<file path="src/rtl/hazard_ctrl_pkg.sv">
// Shared pipeline definitions for the hazard controller: FSM states,
// register-address width and the per-cycle pipeline control vectors.
`timescale 1ns/1ps
package hazard_ctrl_pkg;

   localparam int REG_ADDR_W = 5;

   typedef enum logic [1:0] {
      S_IDLE    = 2'd0,
      S_RUN     = 2'd1,
      S_MEMWAIT = 2'd2,
      S_ERR     = 2'd3
   } state_t;

   // One bit per pipeline-register control line driven by the scheduler.
   typedef struct packed {
      logic pc_write;
      logic if_id_write;
      logic if_id_flush;
      logic id_ex_bubble;
      logic pipe_hold;
      logic mem_wb_bubble;
   } ctrl_t;

   // Whole pipeline frozen; MEM/WB gets a bubble so nothing retires twice.
   localparam ctrl_t CTRL_FREEZE = '{pc_write: 1'b0, if_id_write: 1'b0, if_id_flush: 1'b0,
                                     id_ex_bubble: 1'b0, pipe_hold: 1'b1, mem_wb_bubble: 1'b1};
   // Normal advance of every stage.
   localparam ctrl_t CTRL_ADVANCE = '{pc_write: 1'b1, if_id_write: 1'b1, if_id_flush: 1'b0,
                                      id_ex_bubble: 1'b0, pipe_hold: 1'b0, mem_wb_bubble: 1'b0};
   // Load-use: hold PC and IF/ID, inject a bubble into EX, rest advances.
   localparam ctrl_t CTRL_LOADUSE = '{pc_write: 1'b0, if_id_write: 1'b0, if_id_flush: 1'b0,
                                      id_ex_bubble: 1'b1, pipe_hold: 1'b0, mem_wb_bubble: 1'b0};
   // Taken branch: redirect PC and squash the wrong-path fetch in IF/ID.
   localparam ctrl_t CTRL_FLUSH = '{pc_write: 1'b1, if_id_write: 1'b1, if_id_flush: 1'b1,
                                    id_ex_bubble: 1'b0, pipe_hold: 1'b0, mem_wb_bubble: 1'b0};

   // A load in EX whose result is needed by the ID instruction; x0 never hazards.
   function automatic logic is_load_use(input logic                  memread,
                                        input logic [REG_ADDR_W-1:0] rd,
                                        input logic [REG_ADDR_W-1:0] rs1,
                                        input logic [REG_ADDR_W-1:0] rs2);
      return memread && (rd != 5'd0) && ((rd == rs1) || (rd == rs2));
   endfunction

endpackage

</file>
<file path="src/rtl/hazard_ctrl_sat_counter.sv">
// Saturating up-counter with increment enable and synchronous clear.
`timescale 1ns/1ps
module sat_counter #(
   parameter int W = 16
) (
   input  logic         clk_i,
   input  logic         rst_i,
   input  logic         clr_i,
   input  logic         inc_i,
   output logic [W-1:0] cnt_o
);

   logic [W-1:0] cnt_d;
   logic [W-1:0] cnt_q;

   // Next count: clear wins, otherwise increment until all-ones and stick there.
   always_comb begin
      cnt_d = cnt_q;
      if (clr_i) begin
         cnt_d = '0;
      end else if (inc_i && (cnt_q != {W{1'b1}})) begin
         cnt_d = cnt_q + W'(1);
      end else begin
         cnt_d = cnt_q;
      end
   end

   // Count register, asynchronously cleared by the active-low reset.
   always_ff @(posedge clk_i or negedge rst_i) begin
      if (!rst_i) begin
         cnt_q <= '0;
      end else begin
         cnt_q <= cnt_d;
      end
   end

   assign cnt_o = cnt_q;

endmodule

</file>
<file path="src/rtl/hazard_ctrl.sv">
// Stall/flush scheduler for the 5-stage pipeline: load-use stalls, taken-branch
// flushes, data-memory wait freezes with timeout, plus performance counters.
`timescale 1ns/1ps
module hazard_ctrl
   import hazard_ctrl_pkg::*;
#(
   parameter int MEM_TIMEOUT = 64,
   parameter int CNT_W       = 16
) (
   input  logic                  clk_i,
   input  logic                  rst_i,
   input  logic                  start_i,
   input  logic                  id_ex_memread_i,
   input  logic [REG_ADDR_W-1:0] id_ex_rd_i,
   input  logic [REG_ADDR_W-1:0] if_id_rs1_i,
   input  logic [REG_ADDR_W-1:0] if_id_rs2_i,
   input  logic                  branch_taken_i,
   input  logic                  dmem_req_i,
   input  logic                  dmem_ack_i,
   output logic                  pc_write_o,
   output logic                  if_id_write_o,
   output logic                  if_id_flush_o,
   output logic                  id_ex_bubble_o,
   output logic                  pipe_hold_o,
   output logic                  mem_wb_bubble_o,
   output logic                  error_o,
   output logic [CNT_W-1:0]      lu_stall_cnt_o,
   output logic [CNT_W-1:0]      mem_stall_cnt_o,
   output logic [CNT_W-1:0]      flush_cnt_o
);

   localparam int TW = $clog2(MEM_TIMEOUT + 1);

   state_t          state_d, state_q;
   logic [TW-1:0]   tmo_d, tmo_q;
   ctrl_t           ctrl_s;
   logic            lu_inc_s;
   logic            mem_inc_s;
   logic            flush_inc_s;
   logic            mem_wait_s;
   logic            load_use_s;

   assign mem_wait_s = dmem_req_i && !dmem_ack_i;
   assign load_use_s = is_load_use(id_ex_memread_i, id_ex_rd_i, if_id_rs1_i, if_id_rs2_i);

   // Next-state, timeout count, control vector and counter strobes by priority.
   always_comb begin
      state_d     = state_q;
      tmo_d       = '0;
      ctrl_s      = CTRL_FREEZE;
      lu_inc_s    = 1'b0;
      mem_inc_s   = 1'b0;
      flush_inc_s = 1'b0;
      case (state_q)
         S_IDLE: begin
            if (start_i) begin
               state_d = S_RUN;
            end else begin
               state_d = S_IDLE;
            end
         end
         S_RUN, S_MEMWAIT: begin
            if (mem_wait_s) begin
               ctrl_s    = CTRL_FREEZE;
               mem_inc_s = 1'b1;
               if (tmo_q == TW'(MEM_TIMEOUT - 1)) begin
                  // This wait cycle would reach the limit: give up on the request.
                  state_d = S_ERR;
                  tmo_d   = '0;
               end else begin
                  state_d = S_MEMWAIT;
                  tmo_d   = tmo_q + TW'(1);
               end
            end else begin
               // No outstanding wait (idle or ack cycle): the pipeline advances.
               state_d = S_RUN;
               tmo_d   = '0;
               if (load_use_s) begin
                  // A concurrent taken branch is dropped; it re-resolves next cycle.
                  ctrl_s   = CTRL_LOADUSE;
                  lu_inc_s = 1'b1;
               end else if (branch_taken_i) begin
                  ctrl_s      = CTRL_FLUSH;
                  flush_inc_s = 1'b1;
               end else begin
                  ctrl_s = CTRL_ADVANCE;
               end
            end
         end
         S_ERR: begin
            state_d = S_ERR;
            ctrl_s  = CTRL_FREEZE;
         end
         default: begin
            state_d = S_IDLE;
            ctrl_s  = CTRL_FREEZE;
         end
      endcase
   end

   // FSM state and memory-timeout counter registers.
   always_ff @(posedge clk_i or negedge rst_i) begin
      if (!rst_i) begin
         state_q <= S_IDLE;
         tmo_q   <= '0;
      end else begin
         state_q <= state_d;
         tmo_q   <= tmo_d;
      end
   end

   sat_counter #(.W(CNT_W)) u_lu_cnt (
      .clk_i (clk_i),
      .rst_i (rst_i),
      .clr_i (1'b0),
      .inc_i (lu_inc_s),
      .cnt_o (lu_stall_cnt_o)
   );

   sat_counter #(.W(CNT_W)) u_mem_cnt (
      .clk_i (clk_i),
      .rst_i (rst_i),
      .clr_i (1'b0),
      .inc_i (mem_inc_s),
      .cnt_o (mem_stall_cnt_o)
   );

   sat_counter #(.W(CNT_W)) u_flush_cnt (
      .clk_i (clk_i),
      .rst_i (rst_i),
      .clr_i (1'b0),
      .inc_i (flush_inc_s),
      .cnt_o (flush_cnt_o)
   );

   assign pc_write_o      = ctrl_s.pc_write;
   assign if_id_write_o   = ctrl_s.if_id_write;
   assign if_id_flush_o   = ctrl_s.if_id_flush;
   assign id_ex_bubble_o  = ctrl_s.id_ex_bubble;
   assign pipe_hold_o     = ctrl_s.pipe_hold;
   assign mem_wb_bubble_o = ctrl_s.mem_wb_bubble;
   assign error_o         = (state_q == S_ERR);

endmodule

</file>
<file path="config.mk">
export PLATFORM = sky130hd
export DESIGN_NAME = hazard_ctrl
export DESIGN_NICKNAME = d
export VERILOG_FILES = /design/src/rtl/hazard_ctrl_pkg.sv /design/src/rtl/hazard_ctrl_sat_counter.sv /design/src/rtl/hazard_ctrl.sv
export SDC_FILE = /design/constraint.sdc
export NUM_CORES = 1
export LEC_CHECK = 0
export CAP_MARGIN = 0
export CELL_PAD_IN_SITES_DETAIL_PLACEMENT = 0
export CELL_PAD_IN_SITES_GLOBAL_PLACEMENT = 1
export CORE_MARGIN = 4
export CORE_UTILIZATION = 40
export CTS_BUF_LIST = sky130_fd_sc_hd__clkbuf_4 sky130_fd_sc_hd__clkbuf_8 sky130_fd_sc_hd__clkbuf_16
export DETAILED_ROUTE_END_ITERATION = 6
export PLACE_DENSITY = 0.95
export SLEW_MARGIN = 30
export SYNTH_ARGS = -nofsm -noshare
export SYNTH_HDL_FRONTEND = slang
export SYNTH_SLANG_ARGS = --single-unit
</file>
<file path="constraint.sdc">
create_clock -name clk_i -period 4.5 [get_ports clk_i]
set_input_delay 1.35 -clock clk_i [delete_from_list [all_inputs] [get_ports clk_i]]
set_output_delay 1.35 -clock clk_i [all_outputs]
set_load 0.02 [all_outputs]
</file>
Word level (Yosys, flattened, before mapping)
Index checks and enable logic that the tools add are counted.
{ "totals": {"register_bits": 57, "input_bits": 22} }
{ "classes": {"muxes": 20, "addsub": 4, "reduce_logical": 11, "eq_ne": 9} }
{ "op_table": {"columns": ["operator", "n"], "rows": [
  ["$add A16 B1 Y16 const B", 3],
  ["$ne A16 B16 Y1 const B", 3],
  ["$mux W7", 3],
  ["$mux W6", 3],
  ["$mux W1", 11],
  ["$eq A5 B5 Y1", 2],
  ["$add A7 B1 Y7 const B", 1],
  ["$eq A7 B6 Y1 const B", 1],
  ["$logic_and A1 B1 Y1", 6],
  ["$pmux W2 S3", 1],
  ["$reduce_bool A5 Y1", 1],
  ["$eq A2 B2 Y1 const B", 2],
  ["$mux W4", 1],
  ["$eq A2 B1 Y1 const B", 1],
  ["$logic_not A2 Y1", 1],
  ["$mux W2", 1],
  ["$reduce_or A2 Y1", 1],
  ["$logic_not A1 Y1", 1],
  ["$logic_or A1 B1 Y1", 1]
]} }

Depth between registers and ports, before layout
{ "logic_depth": {"ltp_word": 7, "ltp_mapped": 8} }

Cells and area by module
Synthesis repeated with hierarchy kept, for this count alone.
{ "unflattened": {"cells_unflattened": 359, "hier_area_um2": 3428.3} }
{ "modules_own_cells": {"columns": ["module", "seq_area_each_um2", "area_each_um2", "instances", "cells_per_inst"], "rows": [
  ["sat_counter", 400.4, 942.2, 3, 98],
  ["hazard_ctrl", 225.2, 601.8, 1, 65]
]} }

Worst setup path before layout
No wires, ideal clock.
{ "synth_timing": {"path_type": "input to output", "startpoint": "input port id_ex_rd_i[1]", "endpoint": "output port pc_write_o", "t_arrival_ps": 2732, "required_ps": 3150, "path_buffers": 1, "stages": 4, "setup_slack_ps": 418, "path_cell_list": "or4_1 -> o21a_2 -> a21oi_1 -> buf_4"} }
{ "synth_between": {"elab_chain_cells": 6, "word_cells_on_any_way": 9, "classes_between": "eq/ne: 2; mux: 3; reduce/logical: 4"} }
{ "synth_lines": {"columns": ["element", "line_no", "text"], "rows": [
  ["from (decl)", "hazard_ctrl.sv:14", "input logic [REG_ADDR_W-1:0] id_ex_rd_i,"],
  ["$eq A5 B5 Y1 or $reduce_bool A5 Y1 (tied branches)", "hazard_ctrl_pkg.sv:43", "return memread && (rd != 5'd0) && ((rd == rs1) || (rd == rs2));"],
  ["$logic_or A1 B1 Y1 or $logic_and A1 B1 Y1 (tied branches)", "hazard_ctrl_pkg.sv:43", null],
  ["$logic_and A1 B1 Y1 (*)", "hazard_ctrl_pkg.sv:43", null],
  ["$mux W6 (*)", "hazard_ctrl.sv:78", "if (load_use_s) begin"],
  ["$mux W6 (*)", "hazard_ctrl.sv:63", "if (mem_wait_s) begin"],
  ["$mux W6 (*)", "hazard_ctrl.sv:54", "case (state_q)"],
  ["to (decl)", "hazard_ctrl.sv:20", "output logic pc_write_o,"]
]} }
Mark *: on every way between the ends. The rest lies on a longest branch, timed or not.

Worst setup path in the final report
{ "layout_timing": {"startpoint": "input port id_ex_rd_i[1]", "endpoint": "output port if_id_write_o"} }
{ "layout_between": {"elab_chain_cells": 6, "word_cells_on_any_way": 9, "classes_between": "eq/ne: 2; mux: 3; reduce/logical: 4"} }
{ "layout_lines": {"columns": ["element", "line_no", "text"], "rows": [
  ["$eq A5 B5 Y1 or $reduce_bool A5 Y1 (tied branches)", "hazard_ctrl_pkg.sv:43", null],
  ["$logic_or A1 B1 Y1 or $logic_and A1 B1 Y1 (tied branches)", "hazard_ctrl_pkg.sv:43", null],
  ["$logic_and A1 B1 Y1 (*)", "hazard_ctrl_pkg.sv:43", null],
  ["$mux W6 (*)", "hazard_ctrl.sv:78", null],
  ["$mux W6 (*)", "hazard_ctrl.sv:63", null],
  ["$mux W6 (*)", "hazard_ctrl.sv:54", null],
  ["to (decl)", "hazard_ctrl.sv:21", "output logic if_id_write_o,"]
]} }
Marked as above.

==> out/metrics.csv <==
stage,metric,value,unit
synthesis,Mapped Cells,268,
critical_path,Critical Path AT,3.06,ns
floorplan,I/O Pins,77,
sta,"Setup violations, final",0,
synthesis,top post-synthesis cells by area,"dfrtp_1 (50%), xnor2_1 (10%), xor2_1 (5.8%)",
layout,Final #Nets,388,
drt,Vias/cell,5.02,
global_route,total track usage,16.3,%
worst_hold_path,Hold Crit Depth,1,
sta,final worst-path cycle share,98.0,%
floorplan,core area,6870,µm²
placed_design,GPL Wtd Cong,0.797,
sta,crit path time final,4.41,ns
sta,Worst Tran Pin Value,0.572,ns
synthesis,Synth top area share,50.1,%
cts,maximum clock insertion buffer count,2,
critical_path,Crit Path Category,in -> out,
cts,CTS Root Cell,clkbuf_8,
placed_design,# port buffers,76,
synthesis,sequential share of the synthesized area,50.1,%
floorplan,chip height,92.4,µm
critical_path,CP Capture Type,output port,
layout,# diodes,0,
synthesis,Post-synth EDFFs,0,
worst_hold_path,Hold Path Class,reg -> reg,
drt,vias,2315,
drt,WL final,6.56,mm
global_route,grt total ovfl,0,
sta,Fmax,227,MHz
cts,clock-pin slew on the worst setup and hold paths,0.06,ns
status,status,"finished, final reports clean",
cts,clock buffers created by TritonCTS,9,
cts,Worst-Skew Late Latency,0.33,ns
cts,TritonCTS clock tree,built,
layout,Non-Filler Instances,461,
sta,Fin Hold WS,0.486,ns
power,LEAKAGE,0.00175,µW
drt,Routed Antenna Nets,0,
global_route,vias in the first global route,2300,
worst_hold_path,Hold Path Origin,u_lu_cnt.cnt_o[8],
synthesis,warnings from Yosys,0,
critical_path,reg-to-reg startpoint,u_lu_cnt.cnt_o[3],
layout,area grow syn2layout,39.1,%
sta,final-report hold violation count,0,
critical_path,"Req. time, crit path",3.15,ns
sta,Final Skew,0.00897,ns
synthesis,Syn Std Cell Area,2850,µm²
cts,htree depth,3,
cts,Sink Count,57,
placed_design,DP HPWL,4.95,mm
global_route,initial antenna violation count,0,
sta,Relative slew margins,61.8,%
global_route,largest net degree at the start of global routing,43,
run,maxcap violations,0,
worst_hold_path,WHS Endpoint,u_lu_cnt.cnt_o[8],
drt,first-pass iteration count of the detailed router,4,
synthesis,ys async rst share,100,%
synthesis,top_reg_cell synth,dfrtp_1,
drt,initial drt markers,106,
critical_path,flop-to-flop setup slack,2.15,ns
critical_path,worst-path maximum fanout,4,
critical_path,RR Endpoint,u_lu_cnt.cnt_o[1],
synthesis,Yosys reg bits,57,
power,Max VDD drop,0.173,mV
synthesis,post-synth cell types,35,
sta,RSZ-0062 raised after global routing,no,
sta,Final Max Tran Viols,0,
power,pwr/cell area,400,nW/µm²
floorplan,FP Rows,30,
drt,DRC Markers,0,
critical_path,cell depth of the worst flop-to-flop path,6,
synthesis,Synth area leader,dfrtp_1,
global_route,global-route wire length before repair,11.1,mm
critical_path,startpoint types,input port,
floorplan,Die X,92.4,µm
synthesis,syn_area_per_cell,10.6,µm²
layout,fraction of layout instances using a drive strength above 1,10.4,%
placed_design,Cells after DPL,445,
cts,hold buffer count at CTS,0,
synthesis,Mapped Nets,296,
drt,DR WL/cell,14.2,µm
floorplan,die area,8530,µm²
floorplan,initial core utilization,41.5,%
## sequential cells by signal (all words and copies together), names as in the netlist
| signal | cells |
|---|---|
| u_flush_cnt.cnt_o | 16 |
| u_lu_cnt.cnt_o | 16 |
| u_mem_cnt.cnt_o | 16 |
| tmo_q | 7 |
| state_q | 2 |
## cells in the mapped netlist, types with 2 or more instances
master and number:
a41oi_1 2, nand4_1 10, xor2_1 19, and3_1 15, o21ai_0 3, nand2_1 24
dfrtp_1 57, and2_1 4, nor4_1 6, mux2_2 5, nand3_1 26, inv_1 7
buf_4 3, nor2b_1 2, nor3_1 11, xnor2_1 34, a21oi_1 4, ha_1 6
and4_1 2, nor2_1 13
## routing by layer
metal / GRT usage [%] / share of wire (%) / vias up
li1: - / - / 1125
met1: 21.3 / 45 / 1123
met2: 25.7 / 49 / 56
met3: 3.41 / 3.6 / 11
met4: 7.92 / 2.0 / 0
met5: 0 / 0 / -
## worst max-delay path by stage
stage,startpoint,end,slack (ns),cells past startpoint
floorplan,id_ex_rd_i[1],pc_write_o,0.42,4
global placement,id_ex_rd_i[1],pc_write_o,-0.16,5
detailed placement,id_ex_rd_i[1],if_id_write_o,-0.19,5
CTS,id_ex_rd_i[1],if_id_write_o,0.1,5
global route,id_ex_rd_i[1],if_id_write_o,0.02,5
finish,id_ex_rd_i[1],if_id_write_o,0.09,5
## cell families after synthesis
logic type / share of synthesized area (%)
fa+ha+maj: 2.64
compound gates: 6.02
xor+xnor: 16.3
simple gates: 21.1
mux: 1.98
buf+inv: 1.89
flops: 50.1
## stage by stage
step	TNS, ns	instance area, µm²	setup WS (ns)	util [%]	total power [µW]
after floorplan	0	2850	0.418	-	912
after global placement	-0.550	3760	-0.159	54.8	1120
after detailed placement	-0.661	3760	-0.191	54.8	1130
after CTS	0	3960	0.0984	57.6	1610
after global routing	0	3960	0.0207	57.7	1670
final	0	3960	0.0920	57.7	1580
## power by group
| part | switching [µW] | internal, µW |
|---|---|---|
| logic | 255 | 219 |
| clock network | 199 | 275 |
| registers | 66.3 | 570 |
## worst max-delay path: stages
cell,delay [ns]
clkdlybuf4s50_1,0.43
or4_1,0.52
o21a_2,0.24
a21oi_1,0.15
dlygate4sd2_1,0.36
## placed cells by master (no fill, tap or decap), types with 2 or more instances in the layout
cell type	synthesis	final
and4_1	2	2
dfrtp_1	57	57
o21ai_0	3	3
and3_1	15	15
inv_1	7	7
nor2_1	13	13
mux2_2	5	5
ha_1	6	6
dlygate4sd2_1	0	4
a21oi_1	4	4
clkinvlp_4	0	2
clkbuf_8	0	10
nor4_1	6	6
nor2b_1	2	2
xnor2_1	34	34
and2_1	4	4
clkinv_2	0	2
a41oi_1	2	2
nor3_1	11	11
xor2_1	19	19
nand3_1	26	26
clkdlybuf4s50_1	0	71
buf_4	3	10
nand4_1	10	10
nand2_1	24	24
## final cells by class
class                   instances  area [µm²]
repair buffers                 85         821
fillers                       603        2910
multi-input cells             200        1370
inverters                       7        26.3
clock inverters                 5        55.1
well taps                      96         120
flip-flops and latches         57        1430
clock buffers                  11         145
## what timing repair did
action	CTS	global route
endpoints found under the setup margin	4	0
buffers inserted	0	0
resized for setup	4	0
No activity file was read; power rests on OpenSTA's default activity.
